`src/rtl/gcd_pkg.sv`:
```
// Shared defaults and FSM encoding for the gcd job master and its job FIFO.
package gcd_pkg;

    localparam int DATA_W_DEF      = 16;
    localparam int TAG_W_DEF       = 4;
    localparam int FIFO_DEPTH_DEF  = 4;
    localparam int TIMEOUT_CYC_DEF = 4096;

    typedef enum logic [1:0] {
        ST_IDLE  = 2'd0,
        ST_ISSUE = 2'd1,
        ST_WAIT  = 2'd2,
        ST_RESP  = 2'd3
    } gcd_state_t;

endpackage

```
`src/rtl/gcd_job_fifo.sv`:
```
// Synchronous FIFO of packed {tag, a, b, c} jobs; the head entry is presented on rdata while not empty.
module gcd_job_fifo
    import gcd_pkg::*;
#(
    parameter int WIDTH = TAG_W_DEF + 3 * DATA_W_DEF,
    parameter int DEPTH = FIFO_DEPTH_DEF
) (
    input  logic             clk,
    input  logic             reset,
    input  logic             push,
    input  logic             pop,
    input  logic [WIDTH-1:0] wdata,
    output logic [WIDTH-1:0] rdata,
    output logic             full,
    output logic             empty
);

    localparam int PTR_W = (DEPTH > 1) ? $clog2(DEPTH) : 1;
    localparam int CNT_W = PTR_W + 1;

    logic [WIDTH-1:0] mem [DEPTH];
    logic [PTR_W-1:0] wr_ptr;
    logic [PTR_W-1:0] rd_ptr;
    logic [CNT_W-1:0] count;
    logic             do_push;
    logic             do_pop;

    assign full    = (count == CNT_W'(DEPTH));
    assign empty   = (count == '0);
    assign do_push = push && !full;
    assign do_pop  = pop && !empty;
    assign rdata   = mem[rd_ptr];

    // DEPTH is a power of two, so the pointers wrap by natural overflow.
    always_ff @(posedge clk or posedge reset) begin
        if (reset) begin
            for (int i = 0; i < DEPTH; i++) begin
                mem[i] <= '0;
            end
            wr_ptr <= '0;
            rd_ptr <= '0;
            count  <= '0;
        end else begin
            if (do_push) begin
                mem[wr_ptr] <= wdata;
                wr_ptr      <= wr_ptr + 1'b1;
            end
            if (do_pop) begin
                rd_ptr <= rd_ptr + 1'b1;
            end
            case ({do_push, do_pop})
                2'b10:   count <= count + 1'b1;
                2'b01:   count <= count - 1'b1;
                default: count <= count;
            endcase
        end
    end

endmodule

```
`src/rtl/gcd_job_master.sv`:
```
// Initiator for a gcd engine: queues operand jobs, issues one at a time with a start pulse,
// and returns result, tag and timeout flag on a valid/ready port.
//   state | meaning
//   IDLE  | no job in flight, waiting for the FIFO to hold a job
//   ISSUE | gcd_start high for this single cycle, timeout counter loaded
//   WAIT  | operands held, waiting for gcd_valid or timeout
//   RESP  | result held on res_* until res_ready
module gcd_job_master
    import gcd_pkg::*;
#(
    parameter int DATA_W      = DATA_W_DEF,
    parameter int TAG_W       = TAG_W_DEF,
    parameter int FIFO_DEPTH  = FIFO_DEPTH_DEF,
    parameter int TIMEOUT_CYC = TIMEOUT_CYC_DEF
) (
    input  logic              clk,
    input  logic              reset,
    input  logic              job_valid,
    output logic              job_ready,
    input  logic [DATA_W-1:0] job_a,
    input  logic [DATA_W-1:0] job_b,
    input  logic [DATA_W-1:0] job_c,
    input  logic [TAG_W-1:0]  job_tag,
    output logic              gcd_start,
    output logic [DATA_W-1:0] gcd_a,
    output logic [DATA_W-1:0] gcd_b,
    output logic [DATA_W-1:0] gcd_c,
    input  logic [DATA_W-1:0] gcd_d,
    input  logic              gcd_valid,
    output logic              res_valid,
    input  logic              res_ready,
    output logic [DATA_W-1:0] res_d,
    output logic [TAG_W-1:0]  res_tag,
    output logic              res_timeout,
    output logic              busy,
    output logic              stray_valid
);

    localparam int ENTRY_W = TAG_W + 3 * DATA_W;
    localparam int TMO_W   = $clog2(TIMEOUT_CYC);
    localparam logic [TMO_W-1:0] TMO_LOAD = TMO_W'(TIMEOUT_CYC - 1);

    gcd_state_t         state;
    logic [TMO_W-1:0]   tmo_cnt;
    logic [TAG_W-1:0]   job_tag_q;
    logic               fifo_push;
    logic               fifo_pop;
    logic               fifo_full;
    logic               fifo_empty;
    logic [ENTRY_W-1:0] fifo_wdata;
    logic [ENTRY_W-1:0] fifo_rdata;
    logic [DATA_W-1:0]  head_a;
    logic [DATA_W-1:0]  head_b;
    logic [DATA_W-1:0]  head_c;
    logic [TAG_W-1:0]   head_tag;

    assign fifo_wdata = {job_tag, job_a, job_b, job_c};
    assign {head_tag, head_a, head_b, head_c} = fifo_rdata;
    assign job_ready  = !fifo_full;
    assign fifo_push  = job_valid && !fifo_full;
    assign busy       = (state != ST_IDLE) || !fifo_empty;

    // A job leaves the FIFO from IDLE, or on the result handshake for zero-bubble turnaround.
    always_comb begin
        fifo_pop = 1'b0;
        if (!fifo_empty) begin
            if (state == ST_IDLE) begin
                fifo_pop = 1'b1;
            end else if (state == ST_RESP && res_ready) begin
                fifo_pop = 1'b1;
            end
        end
    end

    gcd_job_fifo #(
        .WIDTH (ENTRY_W),
        .DEPTH (FIFO_DEPTH)
    ) u_fifo (
        .clk   (clk),
        .reset (reset),
        .push  (fifo_push),
        .pop   (fifo_pop),
        .wdata (fifo_wdata),
        .rdata (fifo_rdata),
        .full  (fifo_full),
        .empty (fifo_empty)
    );

    always_ff @(posedge clk or posedge reset) begin
        if (reset) begin
            state       <= ST_IDLE;
            gcd_start   <= 1'b0;
            gcd_a       <= '0;
            gcd_b       <= '0;
            gcd_c       <= '0;
            job_tag_q   <= '0;
            tmo_cnt     <= '0;
            res_valid   <= 1'b0;
            res_d       <= '0;
            res_tag     <= '0;
            res_timeout <= 1'b0;
            stray_valid <= 1'b0;
        end else begin
            gcd_start <= 1'b0;
            if (gcd_valid && (state == ST_IDLE || state == ST_RESP)) begin
                stray_valid <= 1'b1;
            end
            if (fifo_pop) begin
                gcd_a     <= head_a;
                gcd_b     <= head_b;
                gcd_c     <= head_c;
                job_tag_q <= head_tag;
            end
            case (state)
                ST_IDLE: begin
                    if (!fifo_empty) begin
                        gcd_start <= 1'b1;
                        state     <= ST_ISSUE;
                    end
                end
                ST_ISSUE, ST_WAIT: begin
                    // Engine completion takes priority over a timeout in the same cycle.
                    if (gcd_valid) begin
                        res_d       <= gcd_d;
                        res_tag     <= job_tag_q;
                        res_timeout <= 1'b0;
                        res_valid   <= 1'b1;
                        state       <= ST_RESP;
                    end else if (state == ST_WAIT && tmo_cnt == '0) begin
                        res_d       <= '0;
                        res_tag     <= job_tag_q;
                        res_timeout <= 1'b1;
                        res_valid   <= 1'b1;
                        state       <= ST_RESP;
                    end else begin
                        state <= ST_WAIT;
                    end
                    tmo_cnt <= (state == ST_ISSUE) ? TMO_LOAD : tmo_cnt - 1'b1;
                end
                ST_RESP: begin
                    if (res_ready) begin
                        res_valid <= 1'b0;
                        if (!fifo_empty) begin
                            gcd_start <= 1'b1;
                            state     <= ST_ISSUE;
                        end else begin
                            state <= ST_IDLE;
                        end
                    end
                end
                default: state <= ST_IDLE;
            endcase
        end
    end

endmodule
```
`config.mk`:
```
export PLATFORM = sky130hd
export DESIGN_NAME = gcd_job_master
export DESIGN_NICKNAME = d
export VERILOG_FILES = /design/src/rtl/gcd_pkg.sv /design/src/rtl/gcd_job_fifo.sv /design/src/rtl/gcd_job_master.sv
export SDC_FILE = /design/constraint.sdc
export NUM_CORES = 1
export LEC_CHECK = 0
export ABC_AREA = 1
export BUFFER_PORTS_ARGS = -buffer_cell sky130_fd_sc_hd__clkbuf_2
export CORE_ASPECT_RATIO = 2
export CORE_MARGIN = 1.5
export CORE_UTILIZATION = 35
export DETAILED_ROUTE_END_ITERATION = 10
export GPL_TIMING_DRIVEN = 0
export PLACE_DENSITY = 0.51
export SKIP_CTS_REPAIR_TIMING = 1
export SYNTH_ARGS = -nofsm -noshare
export SYNTH_HDL_FRONTEND = slang
export SYNTH_SLANG_ARGS = --single-unit
```
`constraint.sdc`:
```
create_clock -name clk -period 10.45 [get_ports clk]
set_clock_uncertainty 0.1 [all_clocks]
set_input_delay 0.5225 -clock clk [delete_from_list [all_inputs] [get_ports clk]]
set_output_delay 0.5225 -clock clk [all_outputs]
set_load 0.1 [all_outputs]
```
* Word level (Yosys, flattened, before mapping)
Index checks and enable logic that the tools add are counted.
W data, S select, Z words.
** Word-level totals
- Bits in registers :: 305
- Input bits :: 73
** Operators by class
- Multiplexer cells :: 29
- Eq/ne operators :: 9
- Order comparisons :: 3
- $add $sub $neg :: 5
- Bitwise gates (word level) :: 2
- Reduce and logical (&&, ||, !) cells :: 22
** Operators by type and width (number)
- $bwmux W208 :: 1
- $mux W52 :: 3
- $bmux W52 S2 :: 1
- $demux W52 S2 :: 1
- $mux W16 :: 2
- $logic_not A12 Y1 :: 1
- $mux W1 :: 12
- $mux W12 :: 1
- $sub A12 B1 Y12 const B :: 1
- $mux W4 :: 2
- $reduce_bool A2 Y1 :: 4
- $logic_and A1 B1 Y1 :: 7
- $eq A2 B2 Y1 const B :: 3
- $ge A3 B3 Y1 const B :: 2
- $not A2 Y3 :: 2
- $pmux W2 S3 :: 1
- $pmux W3 S2 :: 1
- $add A2 B1 Y2 const B :: 2
- $eq A2 B1 Y1 const B :: 2
- $mux W2 :: 2
- $ne A2 B2 Y1 const B :: 2
- $pmux W1 S2 :: 2
- $reduce_and A2 Y1 :: 2
- $add A3 B1 Y3 const B :: 1
- other kinds (10) :: 12

* Logic depth before layout (Yosys ltp)
Gate-level depths: netlist of the first run.
- Depth after elaboration :: 8
- Mapped depth :: 13
- Depth with buffers taken out :: 12

* Modules after synthesis
A second synthesis of the first run with hierarchy kept.
** Unflattened totals
- Cell total of the unflattened synthesis :: 1760
- Area, all modules :: 14396.3 sq um
** Modules (own cells, without submodules)
- gcd_job_fifo :: area each 10665.2 sq um, cells each 1329, instances 1, seq. area each 5380.2 sq um
- gcd_job_master :: area each 3731.1 sq um, cells each 431, instances 1, seq. area each 2252.2 sq um

* Worst setup path before layout of the first run
Ideal clock, no wire load.
- Path kind :: flip-flop to flip-flop
- Start :: register u_fifo.count[0]
- End :: register u_fifo.count[2]
- Path buffers :: 3
- Stages on the path, launching flop included :: 13
- Slack :: 7.641 ns
- Setup time :: 0.131 ns
- Arrival :: 2.578 ns
- Period minus slack after synthesis :: 2.809 ns
- Cells stage by stage :: dfrtp_1 -> inv_2 -> nand3_2 -> nand2_4 -> buf_6 -> buf_6 -> buf_6 -> ha_1 -> inv_1 -> fa_1 -> a21oi_1 -> o21ai_0 -> xor2_1
** Between the ends
- Longest elaborated chain between the ends :: 6
- Elaborated cells between the ends (all ways) :: 14
- Those cells by class :: add/sub (2); eq/ne (3); mux (2); reduce/logical (7)
** RTL lines
- start, declared :: RTL line gcd_job_fifo.sv:24 : logic [CNT_W-1:0] count;
- start signal, assigned :: RTL line gcd_job_fifo.sv:52 : 2'b10: count <= count + 1'b1;
- start signal, assigned :: RTL line gcd_job_fifo.sv:53 : 2'b01: count <= count - 1'b1;
- start signal, assigned :: RTL line gcd_job_fifo.sv:54 : default: count <= count;
- $eq A3 B3 Y1 * :: RTL line gcd_job_fifo.sv:28 : assign full = (count == CNT_W'(DEPTH));
- $logic_not A1 Y1 *
- named net job_ready :: RTL line gcd_job_master.sv:19 : output logic job_ready,
- $logic_and A1 B1 Y1 :: RTL line gcd_job_master.sv:60 : assign fifo_push = job_valid && !fifo_full;
- $logic_and A1 B1 Y1 * :: RTL line gcd_job_fifo.sv:30 : assign do_push = push && !full;
- $eq A2 B1 Y1 / $eq A2 B2 Y1 (equally long branches) :: RTL line gcd_job_fifo.sv:51 : case ({do_push, do_pop})
- $pmux W3 S2 / $reduce_bool A2 Y1 (equally long branches)
Mark *: on every way through the listed nets, which the timed path passes. The rest lies on a longest branch.
A chain may end at the register's enable or synchronous reset.

* Worst setup path in the final report of the first run
- Start :: register state[0]
- End :: register u_fifo.count[2]
** Between the ends
- Longest elaborated chain between the ends :: 8
- Elaborated cells between the ends (all ways) :: 11
- Those cells by class :: eq/ne (3); mux (4); reduce/logical (4)
** RTL lines
- start, declared :: RTL line gcd_job_master.sv:43 : gcd_state_t state;
- start signal, assigned :: RTL line gcd_job_master.sv:91 : state <= ST_IDLE;
- start signal, assigned :: RTL line gcd_job_master.sv:118 : state <= ST_ISSUE;
- start signal, assigned :: RTL line gcd_job_master.sv:128 : state <= ST_RESP;
- $eq A2 B2 Y1 :: RTL line gcd_job_master.sv:69 : end else if (state == ST_RESP && res_ready) begin
- $logic_and A1 B1 Y1 :: RTL line gcd_job_master.sv:69
- $mux W1 :: RTL line gcd_job_master.sv:69
- $mux W1 * :: RTL line gcd_job_master.sv:67 : if (state == ST_IDLE) begin
- $mux W1 * :: RTL line gcd_job_master.sv:66 : if (!fifo_empty) begin
- named net fifo_pop :: RTL line gcd_job_master.sv:47 : logic fifo_pop;
- $logic_and A1 B1 Y1 * :: RTL line gcd_job_fifo.sv:31 : assign do_pop = pop && !empty;
- $eq A2 B1 Y1 / $eq A2 B2 Y1 (equally long branches) :: RTL line gcd_job_fifo.sv:51
- $pmux W3 S2 / $reduce_bool A2 Y1 (equally long branches)
Marked as above.

==> results of run 1 <==
-- placed cells by master, fill, tap and decap left out, drive strengths merged, types with 3 or more instances in the layout --
master | synthesis | routed
ha | 11 | 11
o21ai | 273 | 273
a21oi | 61 | 61
nand3b | 3 | 3
clkinv | 1 | 3
clkbuf | 55 | 247
nand2 | 454 | 454
xor2 | 3 | 3
a31oi | 52 | 52
inv | 136 | 136
buf | 48 | 50
dfrtp | 305 | 305
nand3 | 22 | 22
nor2 | 75 | 75
o211ai | 48 | 48
-- critical path, stage by stage (launching register included) --
cell and delay [ns]:
dfrtp_1 0.40, inv_1 0.12, ha_1 0.22, inv_1 0.06, nand2_1 0.06, nand2_1 0.12, inv_2 0.17, buf_2 0.34
ha_1 0.20, inv_1 0.07, fa_1 0.38, a21oi_1 0.14, o21ai_0 0.11, xor2_1 0.15
-- worst min-delay path by stage --
stage | cells past startpoint | slack, ns | to
global placement | 2 | 0.36 | res_d[0]
finish | 2 | -0.05 | res_d[1]
floorplan | 2 | 0.35 | u_fifo.mem[115]
CTS | 2 | -0.03 | res_d[1]
global route | 2 | 0.02 | res_d[1]
detailed placement | 2 | 0.36 | res_d[10]
-- metrics by stage --
| stage | setup slack (ns) | util | TNS, ns | hold WS (ns) |
|---|---|---|---|---|
| finish | 7.67 | 0.416 | 0 | -0.0514 |
| global route | 7.42 | 0.415 | 0 | 0.0150 |
| CTS | 7.67 | 0.415 | 0 | -0.0307 |
| detailed placement | 7.69 | 0.390 | 0 | 0.359 |
| global placement | -2.47 | 0.388 | -731.76 | 0.357 |
| floorplan | 1.40 | - | 0 | 0.347 |
-- cell type report --
class,instances,area share
Sequential cell,305,0.485
Multi-Input combinational cell,1008,0.301
Clock buffer,46,0.0565
Timing Repair Buffer,148,0.0499
Tap cell,463,0.0368
Inverter,137,0.0331
Buffer,103,0.0330
Clock inverter,5,0.00492
Antenna cell,2,0.000318
-- cell families after synthesis --
family	Yosys count
and+or+nand+nor	556
adders and majority gates	12
DFF	305
AOI/OAI and AO/OA	436
xor gates and xnor gates	4
buffers and inverters	240
-- registers in the layout, summed over array words and instances, names as in the netlist --
register       count
u_fifo.rd_ptr      2
res_valid          1
stray_valid        1
gcd_b             16
job_tag_q          4
u_fifo.mem       208
tmo_cnt           12
res_d             16
res_tag            4
gcd_start          1
u_fifo.wr_ptr      2
gcd_c             16
state              2
gcd_a             16
u_fifo.count       3
res_timeout        1
-- Yosys cell counts --
master,instances,area share
nand2_1,451,0.13
dfrtp_1,305,0.57
o21ai_0,256,0.096
inv_1,129,0.036
nor2_1,70,0.020
a21oi_1,61,0.023
clkbuf_1,55,0.015
a31oi_1,52,0.024
o211ai_1,48,0.027
buf_2,26,0.0097
nand3_1,21,0.0078
o21ai_1,17,0.0063
buf_4,15,0.0084
ha_1,11,0.010
inv_2,7,0.0020
buf_6,6,0.0050
nand3b_1,3,0.0017
nor2_4,3,0.0025
xor2_1,3,0.0020
nand2_2,2,0.00093
nand4_1,2,0.00093
nor2_2,2,0.00093
a21boi_0,1,0.00056
buf_1,1,0.00028
clkinv_1,1,0.00028
fa_1,1,0.0015
nand2_4,1,0.00084
nand3_2,1,0.00075
o21bai_1,1,0.00056
xnor2_1,1,0.00065
-- routing by layer --
| layer | global-route usage | vias up | share of wire |
|---|---|---|---|
| met5 | 0 | - | 0 |
| met4 | 0.0872 | 0 | 0.038 |
| met3 | 0.0217 | 88 | 0.040 |
| met2 | 0.431 | 293 | 0.55 |
| met1 | 0.240 | 5529 | 0.37 |
| li1 | - | 5408 | - |
==> results.sh, run 1 <==
export IMPL_grt_max_degree=121
export IMPL_slew_headroom=0.512
export IMPL_path_class="flip-flop to flip-flop"
export IMPL_dpl_hpwl_microns=30600
export IMPL_synth_cell_area_sq_um=13400
export IMPL_vias=11300
export IMPL_ff_latch_area_sq_um=7630
export IMPL_multi_input_area_sq_um=4740
export IMPL_drv_cap=0
export IMPL_syn_avg_cell_area_sq_um=8.63
export IMPL_cp_start_kind="flip-flop"
export IMPL_tightest_slew_ns=0.732
export IMPL_die_y_microns=280
export IMPL_clockBufferDepth=3
export IMPL_critPathCaptureType="flip-flop"
export IMPL_drc=0
export IMPL_crit_arrival_ns=3.11
export IMPL_hp_class="input port to async pin"
export IMPL_place_area_sq_um=14800
export IMPL_final_layout_size_suffix_gt1_frac=0.146
export IMPL_synth_xor_area_frac=0.00261
export IMPL_setup_viol=0
export IMPL_fin_crit_sh=0.266
export IMPL_stdcell_count=2217
export IMPL_clock_sinks=305
export IMPL_yosysSeqAreaShare=0.569
export IMPL_timing_hold_ws_ns=-0.0514
export IMPL_postLayoutCellArea_sq_um=15800
export IMPL_syn_to_final_growth_pct=17.5
export IMPL_hold_viol=26
export IMPL_cts_tree="done"
export IMPL_syn_inst=1553
export IMPL_fp_dieW_microns=141
export IMPL_fp_dieArea_sq_um=39600
export IMPL_num_io_pins=147
export IMPL_clock_latency_ns=0.57
export IMPL_vias_per_cell=5.11
export IMPL_drv_slew=0
export IMPL_nets=1817
export IMPL_clk_pin_slew_ns=0.07
export IMPL_synth_top_family_by_area="compound AO/OA/AOI/OAI gates"
export IMPL_detail_route_first_pass_iterations=6
export IMPL_r2r_start="state[0]"
export IMPL_r2r_slack_ns=7.67
export IMPL_synth_fa_ha_area_frac=0.0118
export IMPL_wl_per_cell_microns=19.3
export IMPL_grt_antenna_before_repair=1
export IMPL_core_sq_um=37900
export IMPL_rr_worst_depth=13
export IMPL_synthSimpleGateAreaFrac=0.162
export IMPL_overflow=0
export IMPL_gp_congestion=0.811
export IMPL_violations="negative hold slack"
export IMPL_ant_nets=0
export IMPL_clockRootBuffer="clkbuf_16"
export IMPL_rsz0062_at_grt="false"
export IMPL_yosysWarningCount=0
export IMPL_synth_compound_area_frac=0.177
export IMPL_timing_final_crit_period_ns=2.78
export IMPL_r2r_end="u_fifo.count[2]"
export IMPL_required_ns=10.78
export IMPL_finalWirelength_microns=42800
export IMPL_synth_nets=1638
export IMPL_synthMuxAreaShare=0
export IMPL_worstSetupStartpoint="state[0]"
export IMPL_synth_seq_cells=305
export IMPL_cts_made_buffers=29
export IMPL_dp_cells=2164
export IMPL_port_buffers=146
export IMPL_fmax_ghz=0.360
export IMPL_initial_core_util=0.354
export IMPL_worstPathMaxFanout=10
export IMPL_grtUsageTotal=0.221
export IMPL_row_count=101
export IMPL_nFillCells=3932
export IMPL_synth_cell_types=30
export IMPL_grt_pass1_wl_microns=66900
export IMPL_crit_end="u_fifo.count[2]"
export IMPL_status="finished, violations left"
export IMPL_drt_iter0_drc=680
export IMPL_first_global_vias=11600
export IMPL_htree_levels=1
Power of run 1 is left out: the tool's default activity adds up to more than one toggle a clock period on the data nets, which glitch-free logic cannot reach.
==> run 2, diff against run 1 <==
PLACE_DENSITY = 0.53   (was 0.51)
clock period = 2.5 ns   (was 10.45 ns; I/O delays follow)
==> results.sh, run 2 (synthesis results as in run 1) <==
export IMPL_clockBufferDepth=3
export IMPL_fp_dieArea_sq_um=39600
export IMPL_r2r_slack_ns=0.17
export IMPL_whs_path_depth=6
export IMPL_critPathBufInv=5
export IMPL_cp_start_kind="flip-flop"
export IMPL_grt_pass1_wl_microns=66300
export IMPL_core_sq_um=37900
export IMPL_holdCritStartpoint="job_valid"
export IMPL_r2r_end="u_fifo.count[2]"
export IMPL_finalWirelength_microns=42900
export IMPL_worst_path_largest_cell_delay_ns=0.40
export IMPL_initial_core_util=0.354
export IMPL_stdcell_count=2301
export IMPL_final_common_cell="nand2_1"
export IMPL_setup_viol=0
export IMPL_dp_cells=2170
export IMPL_r2r_start="state[0]"
export IMPL_irDropWorstVdd_uv=593
export IMPL_ant_nets=0
export IMPL_clk_pin_slew_ns=0.07
export IMPL_dr_wl_met3_microns=1650
export IMPL_vias_per_cell=5.05
export IMPL_drc=0
export IMPL_die_y_microns=280
export IMPL_power_density_nw_per_um2=1590
export IMPL_worst_path_dominant_cell_family="adder cells"
export IMPL_wl_per_cell_microns=18.6
export IMPL_syn_to_final_growth_pct=24.6
export IMPL_rr_worst_depth=13
export IMPL_gp_congestion=0.829
export IMPL_status="finished, final reports clean"
export IMPL_first_global_vias=11700
export IMPL_vias=11600
export IMPL_mostFrequentLayoutCells="nand2_1 (450), dfrtp_1 (305), o21ai_0 (255)"
export IMPL_nets=1902
export IMPL_num_io_pins=147
export IMPL_row_count=101
export IMPL_largest_register="u_fifo.mem"
export IMPL_largest_register_ffs=208
export IMPL_worstPathMaxFanout=10
export IMPL_clock_latency_ns=0.56
export IMPL_required_ns=2.85
export IMPL_wl_met2_microns=23800
export IMPL_path_cells="inv_1, ha_2, inv_1, nand2_1, nand2_2, clkinv_4, buf_12, ha_1, inv_1, fa_2, a21oi_1, o21ai_1, xor2_1"
export IMPL_drv_slew=0
export IMPL_nFillCells=3828
export IMPL_clockRootBuffer="clkbuf_16"
export IMPL_p_switching_mw=13.4
export IMPL_grt_max_degree=43
export IMPL_setup_slack_ns=0.168
export IMPL_p_int_mw=13.2
export IMPL_highest_layer="met4"
export IMPL_path_class="flip-flop to flip-flop"
export IMPL_crit_arrival_ns=2.68
export IMPL_power_frac_comb=0.510
export IMPL_pre_cts_ws_ns=-0.129
export IMPL_clock_sinks=305
export IMPL_wl_met1_microns=15800
export IMPL_tightest_slew_ns=0.692
export IMPL_htree_levels=1
export IMPL_drt_iter0_drc=662
export IMPL_clkPwrFrac=0.178
export IMPL_cts_made_buffers=29
export IMPL_hp_class="input port to flip-flop"
export IMPL_p_total_mw=26.6
export IMPL_hold_path_end="u_fifo.mem[51]"
export IMPL_crit_path_frequent_cell="inv_1"
export IMPL_detail_route_first_pass_iterations=5
export IMPL_hold_viol=0
export IMPL_tns_ns=0
export IMPL_dpl_hpwl_microns=31100
export IMPL_fmax_ghz=0.429
export IMPL_fp_dieW_microns=141
export IMPL_slew_headroom=0.539
export IMPL_power_share_switching=0.504
export IMPL_grtUsageTotal=0.217
export IMPL_overflow=0
export IMPL_drv_cap=0
export IMPL_cts_tree="done"
export IMPL_final_layout_size_suffix_gt1_frac=0.145
export IMPL_port_buffers=146
export IMPL_critPathCaptureType="flip-flop"
export IMPL_leakagePower_nw=7.94
export IMPL_timing_final_crit_period_ns=2.33
export IMPL_grt_antenna_before_repair=0
export IMPL_pwr_share_seq=0.313
export IMPL_critPathSlowestCell="dfrtp_1"
export IMPL_fin_crit_sh=0.933
run 2: worst min-delay path, stage by stage:
cell,delay [ns]
clkbuf_2,0.12
nand2_8,0.10
buf_8,0.15
nor2_4,0.07
nand2_1,0.06
nand2_1,0.05
run 2: area by class of cell:
cell class / count / area (sq um) / area share
diodes: 1 / 2.50 / 0.000150
clock inverters: 11 / 186 / 0.0112
repair buffers: 234 / 1690 / 0.101
clock buffers: 40 / 807 / 0.0483
inverters: 137 / 523 / 0.0313
well taps: 463 / 579 / 0.0347
multi-input cells: 1008 / 4760 / 0.285
plain buffers: 102 / 528 / 0.0316
flip-flops and latches: 305 / 7630 / 0.457
run 2: per-layer routing:
| metal | GRT usage | up-vias |
|---|---|---|
| li1 | - | 5567 |
| met1 | 0.235 | 5639 |
| met2 | 0.420 | 314 |
| met3 | 0.0224 | 98 |
| met4 | 0.0944 | 0 |
| met5 | 0 | - |
run 2: worst max-delay path by stage:
stage | from | end | slack, ns | cells past startpoint
floorplan | reset | gcd_a[0] | -1.78 | 1
CTS | state[0] | u_fifo.count[2] | -0.14 | 13
detailed placement | state[0] | u_fifo.count[2] | -0.13 | 13
global placement | reset | gcd_c[13] | -3.86 | 2
finish | state[0] | u_fifo.count[2] | 0.17 | 13
global route | state[0] | u_fifo.count[2] | -0.007 | 13
run 2: power by group through the flow:
stage | Sequential, mW | Clock (mW) | Combinational (mW)
global route | 8.56 | 5.03 | 14.7
floorplan | 12.3 | 0 | 5.85
CTS | 8.32 | 4.86 | 13.5
finish | 8.32 | 4.74 | 13.6
global placement | 8.34 | 0 | 13.2
detailed placement | 8.41 | 0 | 13.4
run 2: metrics by stage:
stage | util | instance area [sq um] | hold WS [ns]
finish | 0.441 | 16700 | 0.0527
global route | 0.441 | 16700 | 0.0488
CTS | 0.419 | 15900 | -0.453
detailed placement | 0.393 | 14900 | 0.153
global placement | 0.389 | 14700 | 0.232
floorplan | - | 13400 | 0.142
Note: power is estimated with default switching activity, not from simulation.
